--- config.mk ---
export PLATFORM = sky130hd
export DESIGN_NAME = sa_inst_queue_flat
export DESIGN_NICKNAME = d
export VERILOG_FILES = /design/src/rtl/sa_inst_queue_if.sv /design/src/rtl/sa_inst_queue.sv /design/src/flat_wrapper.sv
export SDC_FILE = /design/constraint.sdc
export NUM_CORES = 1
export LEC_CHECK = 0
export CAP_MARGIN = 20
export CORE_MARGIN = 2
export CORE_UTILIZATION = 35
export DETAILED_ROUTE_END_ITERATION = 10
export SLEW_MARGIN = 20
export SYNTH_ARGS = -nofsm -noshare
export SYNTH_HDL_FRONTEND = slang
export SYNTH_SLANG_ARGS = --single-unit
export TNS_END_PERCENT = 5
--- constraint.sdc ---
create_clock -name clk -period 7.3 [get_ports clk]
set_input_delay 2.19 -clock clk [delete_from_list [all_inputs] [get_ports clk]]
set_output_delay 2.19 -clock clk [all_outputs]
set_load 0.01 [all_outputs]
--- src/rtl/sa_inst_queue_if.sv ---
// rtl/sa_inst_queue_if.sv - sa_inst_t word format and the instruction queue port bundle
//
// Purpose:
//   sa_inst_pkg  : sa_inst_t, the systolic-array vector instruction word.
//   sa_inst_queue_if : groups the queue's host push side, controller pop side
//                  and status outputs into one bundle.
// Port summary (signals inside the interface):
//   flush   host -> queue  synchronous clear of all contents
//   wr_en   host -> queue  push strobe
//   wr_inst host -> queue  instruction to push
//   full / afull / count   queue -> host back-pressure status
//   ovf / udf              queue -> host sticky error flags
//   issued                 queue -> host popped-instruction counter
//   inst / iavail          queue -> vinst_ctl head entry and non-empty flag
//   ird                    vinst_ctl -> queue pop strobe
// Modports:
//   master : the side driving pushes, flush and pops (host + vinst_ctl)
//   slave  : the queue itself

package sa_inst_pkg;

  typedef struct packed {
    logic [7:0] opcode;
    logic [7:0] dst;
    logic [7:0] src;
    logic [7:0] imm;
  } sa_inst_t;

endpackage

interface sa_inst_queue_if #(
  parameter int DEPTH = 8
);
  import sa_inst_pkg::*;

  localparam int CW = $clog2(DEPTH + 1);

  logic          flush;
  logic          wr_en;
  sa_inst_t      wr_inst;
  logic          full;
  logic          afull;
  logic [CW-1:0] count;
  sa_inst_t      inst;
  logic          iavail;
  logic          ird;
  logic          ovf;
  logic          udf;
  logic [31:0]   issued;

  modport master (
    output flush, wr_en, wr_inst, ird,
    input  full, afull, count, inst, iavail, ovf, udf, issued
  );

  modport slave (
    input  flush, wr_en, wr_inst, ird,
    output full, afull, count, inst, iavail, ovf, udf, issued
  );

endinterface

--- src/rtl/sa_inst_queue.sv ---
// rtl/sa_inst_queue.sv - buffered instruction queue feeding vinst_ctl
//
// Purpose:
//   DEPTH-entry in-order FIFO of sa_inst_t words. The host pushes with wr_en,
//   vinst_ctl pops with ird while iavail is high. No bypass: a pushed word is
//   visible on inst one cycle after the push edge. Status outputs are decoded
//   from registered state only.
// Ports:
//   clk    : single clock
//   reset  : asynchronous, active-low reset
//   q      : sa_inst_queue_if.slave bundle (flush, wr_en, wr_inst, ird in;
//            full, afull, count, inst, iavail, ovf, udf, issued out)
// Parameters:
//   DEPTH        : number of entries, power of two, >= 2
//   AFULL_THRESH : afull asserts when count >= this value
// Optional feature macro:
//   LAP_IQ_STATS_EN : when defined, issued is a wrapping 32-bit pop counter
//                     cleared only by reset; otherwise issued is tied to 0.

module sa_inst_queue
  import sa_inst_pkg::*;
#(
  parameter int DEPTH        = 8,
  parameter int AFULL_THRESH = DEPTH - 2
) (
  input  logic               clk,
  input  logic               reset,
  sa_inst_queue_if.slave     q
);

  localparam int PW = $clog2(DEPTH);
  localparam int CW = $clog2(DEPTH + 1);

  sa_inst_t      mem_q [DEPTH];

  logic [PW-1:0] rd_ptr_q, rd_ptr_d;
  logic [PW-1:0] wr_ptr_q, wr_ptr_d;
  logic [CW-1:0] count_q,  count_d;
  logic          ovf_q,    ovf_d;
  logic          udf_q,    udf_d;

  logic          full_w;
  logic          avail_w;
  logic          push;
  logic          pop;

  // Status decoded from the count register only.
  assign full_w  = (count_q == CW'(DEPTH));
  assign avail_w = (count_q != '0);

  // A pop frees a slot in the same edge, so a full queue still accepts a push.
  assign pop  = q.ird & avail_w;
  assign push = q.wr_en & (~full_w | pop);

  always_comb begin
    rd_ptr_d = rd_ptr_q;
    wr_ptr_d = wr_ptr_q;
    count_d  = count_q;
    ovf_d    = ovf_q;
    udf_d    = udf_q;

    if (q.flush) begin
      rd_ptr_d = '0;
      wr_ptr_d = '0;
      count_d  = '0;
      ovf_d    = 1'b0;
      udf_d    = 1'b0;
    end else begin
      if (push) begin
        wr_ptr_d = wr_ptr_q + PW'(1);
      end
      if (pop) begin
        rd_ptr_d = rd_ptr_q + PW'(1);
      end
      // Simultaneous push and pop leaves the occupancy unchanged.
      if (push && !pop) begin
        count_d = count_q + CW'(1);
      end else if (pop && !push) begin
        count_d = count_q - CW'(1);
      end
      if (q.wr_en && full_w && !pop) begin
        ovf_d = 1'b1;
      end
      if (q.ird && !avail_w) begin
        udf_d = 1'b1;
      end
    end
  end

  always_ff @(posedge clk or negedge reset) begin
    if (!reset) begin
      rd_ptr_q <= '0;
      wr_ptr_q <= '0;
      count_q  <= '0;
      ovf_q    <= 1'b0;
      udf_q    <= 1'b0;
    end else begin
      rd_ptr_q <= rd_ptr_d;
      wr_ptr_q <= wr_ptr_d;
      count_q  <= count_d;
      ovf_q    <= ovf_d;
      udf_q    <= udf_d;
    end
  end

  // Storage is not reset; the pointers and count alone define validity.
  always_ff @(posedge clk) begin
    if (push && !q.flush) begin
      mem_q[wr_ptr_q] <= q.wr_inst;
    end
  end

`ifdef LAP_IQ_STATS_EN
  logic [31:0] issued_q, issued_d;

  // flush suppresses the pop, so it does not count; the counter itself
  // survives flush and clears only on reset.
  always_comb begin
    issued_d = issued_q;
    if (pop && !q.flush) begin
      issued_d = issued_q + 32'd1;
    end
  end

  always_ff @(posedge clk or negedge reset) begin
    if (!reset) begin
      issued_q <= '0;
    end else begin
      issued_q <= issued_d;
    end
  end

  assign q.issued = issued_q;
`else
  assign q.issued = 32'h0;
`endif

  assign q.full   = full_w;
  assign q.afull  = (count_q >= CW'(AFULL_THRESH));
  assign q.count  = count_q;
  assign q.iavail = avail_w;
  assign q.inst   = mem_q[rd_ptr_q];
  assign q.ovf    = ovf_q;
  assign q.udf    = udf_q;

endmodule

--- src/flat_wrapper.sv ---
// flat-port wrapper written by rule: the top's interface ports become plain ports
module sa_inst_queue_flat import sa_inst_pkg::*;
#(
  parameter int DEPTH        = 8,
  parameter int AFULL_THRESH = DEPTH - 2
)
  (clk, reset, q_flush, q_wr_en, q_wr_inst, q_ird, q_full, q_afull, q_count, q_inst, q_iavail, q_ovf, q_udf, q_issued);
  sa_inst_queue_if #(.DEPTH(DEPTH)) q_i ();
  input  logic clk;
  input  logic reset;
  input wire logic [$bits(q_i.flush)-1:0] q_flush;
  input wire logic [$bits(q_i.wr_en)-1:0] q_wr_en;
  input wire logic [$bits(q_i.wr_inst)-1:0] q_wr_inst;
  input wire logic [$bits(q_i.ird)-1:0] q_ird;
  output wire logic [$bits(q_i.full)-1:0] q_full;
  output wire logic [$bits(q_i.afull)-1:0] q_afull;
  output wire logic [$bits(q_i.count)-1:0] q_count;
  output wire logic [$bits(q_i.inst)-1:0] q_inst;
  output wire logic [$bits(q_i.iavail)-1:0] q_iavail;
  output wire logic [$bits(q_i.ovf)-1:0] q_ovf;
  output wire logic [$bits(q_i.udf)-1:0] q_udf;
  output wire logic [$bits(q_i.issued)-1:0] q_issued;
  assign q_i.flush = q_flush;
  assign q_i.wr_en = q_wr_en;
  assign q_i.wr_inst = q_wr_inst;
  assign q_i.ird = q_ird;
  assign q_full = q_i.full;
  assign q_afull = q_i.afull;
  assign q_count = q_i.count;
  assign q_inst = q_i.inst;
  assign q_iavail = q_i.iavail;
  assign q_ovf = q_i.ovf;
  assign q_udf = q_i.udf;
  assign q_issued = q_i.issued;
  sa_inst_queue #(.DEPTH(DEPTH), .AFULL_THRESH(AFULL_THRESH)) u_core (.clk(clk), .reset(reset), .q(q_i));
endmodule
==> metrics.csv, run 1 <==
metric,value,unit
cpLargestDelayFamily,buffers and inverters,
wire_per_inst,20.37,µm
grt_usage,13.07,%
cts_max_path_buffers,3,
cts.hold.buffers_added,0,
critPathKind,reg2out,
ys_warn_count,0,
p_leak,0.004061,µW
grt_max_degree,38,
avgSynthCellArea,21.50,µm²
syn_to_final_growth,19.58,%
dieArea,31820,µm²
viasPerCell,4.865,
antenna_found_initial,1,
fillers,2597,
synthArstFlopShare,4.478,%
grt_pass1_vias,5228,
synthFlopType,edfxtp_1,
yosysTopAreaCellShare,72.22,%
fmax,0.1845,GHz
status,"finished, final reports clean",
grt_overflow,0,
fin_tns_setup,0,ns
die_y,178.4,µm
cts_setup_buffers,0,
start_kind,register,
clkTransAtPathRegs,0.06,ns
worstPathRequired,5.11,ns
worstMarginPinSlew,1.097,ns
critPathCaptureType,primary output,
crit_path_max_incr_delay,0.99,ns
cts_resized,0,
synth_enable_flop_cells,256,
peakVddDrop,0.0001684,V
diodes,0,
reg2reg_slack,4.96,ns
ys_ff_latch,268,
finalMaxSlewViolations,0,
gr-max-usage-layer,met2,
crit_cells,4,
cts-root-buf,clkbuf_16,
synth.distinct_cells,38,
hold_path_class,reg2reg,
netlist_instances,495,
h-tree-depth,1,
post-route-min-period,5.421,ns
crit_chain,buf_4 > mux4_2 > mux2_2 > clkdlybuf4s50_1,
ys_seq_area_share,75.04,%
use_met2,23.15,%
finalWirelength,20540,µm
drc,0,
worst_hold_slack,0.5053,ns
layout-drive-gt1-share,26.70,%
use_met3,2.387,%
rsz0062_at_grt,false,
drt_iter0_markers,276,
core-area,29800,µm²
portBuffers,77,
ant_nets,0,
critPathBufInv,2,
finalNetCount,638,
setup_viol,0,
regArea,7994,µm²
vias,4904,
period_share,74.25,%
firstDrtPassIters,4,
cts_tree,done,
io_pins,110,
gp_congestion,0.7031,
yosysTopAreaCell,edfxtp_1,
rows,63,
finalHoldViolCount,0,
maxCapViolations,0,
cp_data_arrival_time,3.23,ns
multi_input_comb_area,2440,µm²
r2r_cells,4,
hold_depth,2,
worstPathMaxFanout,37,
clock-sinks,268,
power.density,321.0,nW/µm²
dpl.hpwl,11870,µm
slowest_stage,dfrtp_2,
synthTopCellsByArea,"edfxtp_1 (72%), mux4_2 (14%), mux2_2 (3.4%)",
grt_use_met1,16.64,%
die_width,178.4,µm
syn-cell-area,10640,µm²
slew_headroom,26.86,%
cts-buffers-inserted,28,
grt_pass1_wl,30770,µm
start_util,35.72,%
insertion_delay,0.53,ns
skew,0.01639,ns
==> state kept, by name (all words and copies together), names as in the netlist <==
register / flops
u_core.mem_q: 256
u_core.q.ovf: 1
u_core.wr_ptr_q: 3
u_core.rd_ptr_q: 3
u_core.q.count: 4
u_core.q.udf: 1
==> path summary, 6_finish.rpt <==
check                                    from                   to
min                              u_core.q.udf         u_core.q.udf
max reg2reg                 u_core.q.count[1]  u_core.mem_q[7][16]
min in group asynchronous               reset         u_core.q.ovf
max                        u_core.rd_ptr_q[1]            q_inst[7]
max in group asynchronous               reset   u_core.rd_ptr_q[0]
min reg2reg                      u_core.q.udf         u_core.q.udf
==> power breakdown <==
| group | switching [µW] | internal (µW) | total [µW] | leakage [µW] |
|---|---|---|---|---|
| Sequential | 88.8 | 1740 | 1830 | 0.00247 |
| Clock | 554 | 792 | 1350 | 0.000433 |
| Combinational | 376 | 533 | 909 | 0.00116 |
==> worst min-delay path, stage by stage, from the launching register on <==
cell and delay [ns]:
dfrtp_1 0.35, a31oi_1 0.04, nor2_1 0.07
==> metrics by stage <==
step | instances | util, % | total power (µW) | setup WS, ns | area (µm²)
2_1_floorplan | 526 | - | 2458 | 1.168 | 10760
3_3_place_gp | 956 | 39.77 | 2776 | 2.446 | 11850
4_1_cts | 1008 | 42.72 | 4143 | 1.833 | 12730
5_1_grt | 1008 | 42.72 | 4264 | 1.755 | 12730
6_report | 1008 | 42.72 | 4086 | 1.879 | 12730
3_5_place_dp | 956 | 39.77 | 2795 | 2.396 | 11850
==> layout make-up <==
class / instances / area share, %
clock buffer: 34 / 5.849
clock inverter: 18 / 1.052
inverter: 6 / 0.1769
multi-input combinational: 197 / 19.17
sequential: 268 / 62.80
tap: 390 / 3.834
timing repair buffer: 95 / 7.117
==> metal layers <==
metal | wire length, µm | share of wire (%)
met1 | 8438 | 41
met2 | 10690 | 52
met3 | 1004 | 4.9
met4 | 397 | 1.9
met5 | 10 | 0.049
==> synth_stat cells (3+ instances only) <==
library cell  count
buf_1             5
nor3_1            4
nand2_1           6
dfrtp_1          12
buf_4            37
nor4_1            5
edfxtp_1        256
ha_1              4
mux4_2           64
inv_1             6
mux2_2           32
xnor2_1           4
nor2_1           14
clkbuf_1          7
a21oi_1           4
nand3_1           3
buf_2             5
xor2_1            3
==> logic make-up after synthesis <==
family,Yosys count,share of synthesized area [%]
AND/OR/NAND/NOR,40,1.904
multiplexers,97,17.02
other,1,0.03523
XOR/XNOR,7,0.5760
buffers and inverters,61,3.585
AO/OA/AOI/OAI,16,1.176
adder cells (fa/ha/maj),5,0.6583
flip-flops,268,75.04
==> layout by cell type, fill, tap and decap left out, types with 2 or more instances in the layout <==
cell / Yosys / layout
a21oi_1: 4 / 4
clkinv_1: 0 / 10
mux2_2: 32 / 32
inv_1: 6 / 6
nor3_1: 4 / 2
clkbuf_16: 0 / 29
xor2_1: 3 / 3
nand2b_1: 2 / 2
edfxtp_1: 256 / 256
nand3_1: 3 / 3
conb_1: 1 / 32
nor4_2: 0 / 5
clkinv_2: 0 / 5
bufinv_16: 0 / 2
or4_1: 2 / 2
dfrtp_2: 0 / 2
dfrtp_1: 12 / 9
nand2_1: 6 / 6
nor3_2: 0 / 2
clkdlybuf4s50_1: 0 / 77
a211oi_1: 2 / 2
xnor2_1: 4 / 4
clkbuf_1: 7 / 5
buf_4: 37 / 18
mux4_2: 64 / 64
nor2_1: 14 / 13
o211ai_1: 2 / 2
ha_1: 4 / 4
Power figures use the tool's default switching activity.
==> inputs of run 2 (changes only) <==
Clock period 7.3 ns to 5.7 ns, I/O delays scaled along.
==> metrics.csv, run 2 (same netlist as run 1, synthesis figures left out) <==
metric,value,unit,change
critPathCaptureType,primary output,,unchanged
rsz0062_at_grt,false,,unchanged
layout-drive-gt1-share,26.90,%,was 26.70%
rows,63,,unchanged
start_util,35.72,%,unchanged
slowest_stage,dfrtp_4,,was dfrtp_2
drc,0,,unchanged
grt_max_degree,41,,was 38
cts_tree,done,,unchanged
insertion_delay,0.54,ns,was 0.53 ns
finalNetCount,641,,was 638
period_share,85.57,%,
worstMarginPinSlew,1.020,ns,was 1.097 ns
worstPathMaxFanout,40,,was 37
cts-buffers-inserted,29,,was 28
core-area,29800,µm²,unchanged
h-tree-depth,1,,unchanged
cts-root-buf,clkbuf_16,,unchanged
cts_max_path_buffers,3,,unchanged
cts.hold.buffers_added,0,,unchanged
syn_to_final_growth,19.75,%,was 19.58%
ant_nets,0,,unchanged
clock-sinks,268,,unchanged
final_cell_mix,"edfxtp_1 (256), clkdlybuf4s50_1 (77), mux4_2 (64), mux2_2 (32), conb_1 (32)",,unchanged
worstPathRequired,3.99,ns,was 5.11 ns
final_common_cell,edfxtp_1,,unchanged
grt_pass1_wl,30800,µm,was 30770 µm
finalMaxSlewViolations,0,,unchanged
p_leak,0.004058,µW,was 0.004061 µW
cp_data_arrival_time,3.17,ns,was 3.23 ns
cts_setup_buffers,0,,unchanged
drt_iter0_markers,243,,was 276
skew,0.02107,ns,was 0.01639 ns
io_pins,110,,unchanged
multi_input_comb_area,2440,µm²,unchanged
wire_per_inst,20.42,µm,was 20.37 µm
fin_util,42.78,%,was 42.72%
maxCapViolations,0,,unchanged
start_kind,register,,unchanged
largest_register_ff_count,256,,unchanged
crit_chain,buf_4 > mux4_2 > mux2_2 > clkdlybuf4s50_1,,unchanged
grt_pass1_vias,5146,,was 5228
viasPerCell,4.841,,was 4.865
peakVddDrop,0.0002377,V,was 0.0001684 V
gp_congestion,0.6935,,was 0.7031
crit_path_max_incr_delay,0.97,ns,was 0.99 ns
cts_resized,0,,unchanged
portBuffers,77,,unchanged
dpl.hpwl,12130,µm,was 11870 µm
fmax,0.2050,GHz,
grt_overflow,0,,unchanged
finalWirelength,20560,µm,was 20540 µm
diodes,0,,unchanged
die_y,178.4,µm,unchanged
vias,4875,,was 4904
post-route-min-period,4.877,ns,
slew_headroom,32.00,%,was 26.86%
power.density,411.5,nW/µm²,was 321.0 nW/µm²
status,"finished, final reports clean",,unchanged
dieArea,31820,µm²,unchanged
clkTransAtPathRegs,0.06,ns,about the same
die_width,178.4,µm,unchanged
fin_tns_setup,0,ns,unchanged
top_register,u_core.mem_q,,unchanged
fillers,2561,,was 2597
antenna_found_initial,1,,unchanged
hold_path_class,reg2reg,,unchanged
critPathKind,reg2out,,unchanged
firstDrtPassIters,4,,unchanged
regArea,7994,µm²,unchanged
setup_viol,0,,unchanged
grt_usage,13.08,%,was 13.07%
finalHoldViolCount,0,,unchanged
## run 2: cell types whose count changed in the layout (fill, tap and decap cells not counted)
| cell | change |
|---|---|
| clkbuf_1 | +1 |
| inv_8 | -1 |
| buf_4 | +1 |
| clkinv_2 | -3 |
| inv_6 | +1 |
| clkinvlp_4 | +2 |
| buf_12 | +1 |
| clkinv_1 | -3 |
## run 2: metrics by stage
stage | worst slack (ns) | power [µW] | cell area (µm²) | instances | hold slack [ns]
after detailed placement | 1.297 | 3602 | 11880 | 958 | 0.4964
after floorplan | 0.04810 | 3148 | 10760 | 526 | 0.5285
final | 0.8226 | 5245 | 12750 | 1007 | 0.5017
after global routing | 0.6013 | 5479 | 12750 | 1007 | 0.5551
after CTS | 0.7022 | 5328 | 12750 | 1007 | 0.5089
after global placement | 1.343 | 3577 | 11880 | 958 | 0.4781
## run 2: path summary, 6_finish.rpt
kind / cells past startpoint / end / slack [ns] / startpoint
min in group asynchronous: 1 / u_core.q.ovf / 1.55 / reset
setup reg to reg: 3 / u_core.mem_q[0][15] / 3.40 / u_core.wr_ptr_q[0]
hold / removal: 2 / u_core.q.udf / 0.50 / u_core.q.udf
hold reg to reg: 2 / u_core.q.udf / 0.50 / u_core.q.udf
max in group asynchronous: 1 / u_core.rd_ptr_q[0] / 3.70 / reset
setup / recovery: 4 / q_inst[11] / 0.82 / u_core.rd_ptr_q[0]
## run 2: critical path, delay by kind of cell (launching register included)
| kind | cells | cell delay [ns] |
|---|---|---|
| buffers and inverters | 2 | 0.83 |
| flip-flops | 1 | 0.97 |
| multiplexers | 2 | 0.81 |
## run 2: power breakdown
part / internal (µW) / switching [µW] / leakage (µW)
sequential: 2230 / 154 / 0.00247
clock: 1010 / 702 / 0.000416
combinational: 695 / 453 / 0.00117
total: 3940 / 1310 / 0.00406
## run 2: area by class of cell
class,instances,share of cell area (%)
clock buffers,35,5.870
clock inverters,14,0.9424
inverters,6,0.1767
multi-input cells,197,19.14
flip-flops and latches,268,62.72
well taps,390,3.828
repair buffers,97,7.323
## run 2: routing by layer
layer | GRT usage (%) | vias up | share of wire [%]
met2 | 22.36 | 132 | 50
li1 | - | 2169 | -
met3 | 2.558 | 32 | 4.9
met4 | 3.218 | 2 | 2.0
met5 | 0 | - | 0.063
met1 | 17.23 | 2540 | 43
==> inputs of run 3 (changes only) <==
Settings changed: PLACE_DENSITY set to 0.58.
==> metrics.csv, run 3 (same netlist as run 1, synthesis figures left out) <==
metric,value,unit,change
clock-sinks,268,,unchanged
fmax,0.2152,GHz,was 0.2050 GHz
r2r_cells,3,,unchanged
worstPathMaxFanout,17,,was 40
skew,0.01353,ns,was 0.02107 ns
dp_slack,1.449,ns,was 1.297 ns
p_leak,0.004062,µW,was 0.004058 µW
rsz0062_at_grt,false,,unchanged
critPathCaptureType,primary output,,unchanged
slew_headroom,27.48,%,was 32.00%
cts.hold.buffers_added,0,,unchanged
core-area,29800,µm²,unchanged
fin_tns_setup,0,ns,unchanged
diodes,0,,unchanged
layout-drive-gt1-share,27.18,%,was 26.90%
maxCapViolations,0,,unchanged
setup_viol,0,,unchanged
die_y,178.4,µm,unchanged
grt_usage,13.20,%,was 13.08%
r2r-start,u_core.wr_ptr_q[0],,unchanged
slowest_stage,dfrtp_4,,unchanged
drc,0,,unchanged
finalNetCount,639,,was 641
vias,4924,,was 4875
io_pins,110,,unchanged
status,"finished, final reports clean",,unchanged
rows,63,,unchanged
grt_overflow,0,,unchanged
ant_nets,0,,unchanged
cts_setup_buffers,0,,unchanged
worstMarginPinSlew,1.088,ns,was 1.020 ns
insertion_delay,0.53,ns,was 0.54 ns
pwr-share-seq,44.8,%,was 45.4%
p_comb_share,22.2,%,was 21.9%
portBuffers,77,,unchanged
intPower,3959,µW,was 3937 µW
largest_register_ff_count,256,,unchanged
gp_congestion,0.7110,,was 0.6935
cts-root-buf,clkbuf_16,,unchanged
final_cell_mix,"edfxtp_1 (256), clkdlybuf4s50_1 (77), mux4_2 (64), mux2_2 (32), conb_1 (32)",,unchanged
clkTransAtPathRegs,0.06,ns,about the same
fillers,2570,,was 2561
antenna_found_initial,0,,was 1
h-tree-depth,1,,unchanged
die_width,178.4,µm,unchanged
drt_iter0_markers,251,,was 243
power.density,413.3,nW/µm²,was 411.5 nW/µm²
grt_pass1_vias,5164,,was 5146
crit_path_max_incr_delay,0.64,ns,was 0.97 ns
cts_tree,done,,unchanged
dpl.hpwl,11780,µm,was 12130 µm
cp_data_arrival_time,2.94,ns,was 3.17 ns
cts_max_path_buffers,3,,unchanged
crit_chain,buf_4 > mux4_2 > mux2_2 > clkdlybuf4s50_1,,unchanged
hp-start,u_core.q.ovf,,was u_core.q.udf
finalHoldViolCount,0,,unchanged
top_register,u_core.mem_q,,unchanged
hold_depth,2,,unchanged
start_util,35.72,%,unchanged
start_kind,register,,unchanged
syn_to_final_growth,19.91,%,was 19.75%
grt_pass1_wl,31300,µm,was 30800 µm
viasPerCell,4.885,,was 4.841
period_share,81.54,%,was 85.57%
critPathKind,reg2out,,unchanged
cts_resized,0,,unchanged
worstPathRequired,3.99,ns,about the same
grt_max_degree,67,,was 41
finalWirelength,20620,µm,was 20560 µm
hold_end,u_core.q.ovf,,was u_core.q.udf
fin_util,42.84,%,was 42.78%
post-route-min-period,4.648,ns,was 4.877 ns
dieArea,31820,µm²,unchanged
reg2reg_to,u_core.mem_q[0][9],,was u_core.mem_q[0][15]
wire_per_inst,20.46,µm,was 20.42 µm
p_clk_share,33.0,%,was 32.7%
worst_slack,1.052,ns,was 0.8226 ns
switchingPower,1317,µW,was 1308 µW
cts-buffers-inserted,29,,unchanged
finalMaxSlewViolations,0,,unchanged
final_common_cell,edfxtp_1,,unchanged
peakVddDrop,0.0002408,V,was 0.0002377 V
firstDrtPassIters,4,,unchanged
worst_hold_slack,0.5200,ns,was 0.5017 ns
hold_path_class,reg2reg,,unchanged
reg2reg_slack,3.33,ns,was 3.40 ns
swShare,24.96,%,was 24.93%
-- run 3: cell types whose count changed in the layout (fill, tap and decap cells not counted), moves of 2 or more --
| cell | previous run | this run |
|---|---|---|
| clkinv_1 | 7 | 2 |
| clkbuf_1 | 6 | 10 |
| clkbuf_8 | 0 | 4 |
| buf_4 | 19 | 17 |
-- run 3: power groups by stage --
stage	combinational, µW	sequential (µW)	clock, µW
2_1_floorplan	834	2310	0
3_3_place_gp	1180	2400	0
3_5_place_dp	1200	2410	0
4_1_cts	1200	2370	1790
5_1_grt	1270	2380	1860
6_report	1170	2360	1740
-- run 3: worst max-delay path, delay by kind of cell (launching register included) --
family                 cells  cell delay (ns)
buffers and inverters      2             0.90
multiplexers               2             0.86
flip-flops                 1             0.64
-- run 3: cell type report --
class	count	area, µm²	share of cell area, %
inverter	6	22.52	0.1765
timing repair buffer	95	918.4	7.195
multi-input combinational	197	2440	19.12
clock buffer	43	818.3	6.411
sequential	268	7996	62.65
clock inverter	9	80.08	0.6274
tap	390	488.0	3.823
-- run 3: metrics by stage --
stage | instances | instance area [µm²] | power [µW]
after CTS | 1008 | 12760 | 5360
after floorplan | 526 | 10760 | 3148
after global routing | 1008 | 12760 | 5503
after detailed placement | 956 | 11870 | 3607
after global placement | 956 | 11870 | 3583
final | 1008 | 12760 | 5276
-- run 3: worst max path at each step --
stage,start,end
after floorplan,q_ird,u_core.mem_q[6][0]
after global placement,q_flush,u_core.mem_q[0][8]
after detailed placement,q_flush,u_core.mem_q[0][8]
after CTS,u_core.rd_ptr_q[0],q_inst[30]
after global routing,u_core.rd_ptr_q[0],q_inst[30]
final,u_core.rd_ptr_q[0],q_inst[30]
-- run 3: metal layers --
metal / track usage, % / routed length [µm] / vias to the layer above
met5: 0 / 0 / -
met4: 3.083 / 462 / 0
met3: 2.259 / 932 / 36
met2: 23.83 / 10640 / 128
met1: 16.55 / 8583 / 2595
li1: - / - / 2165
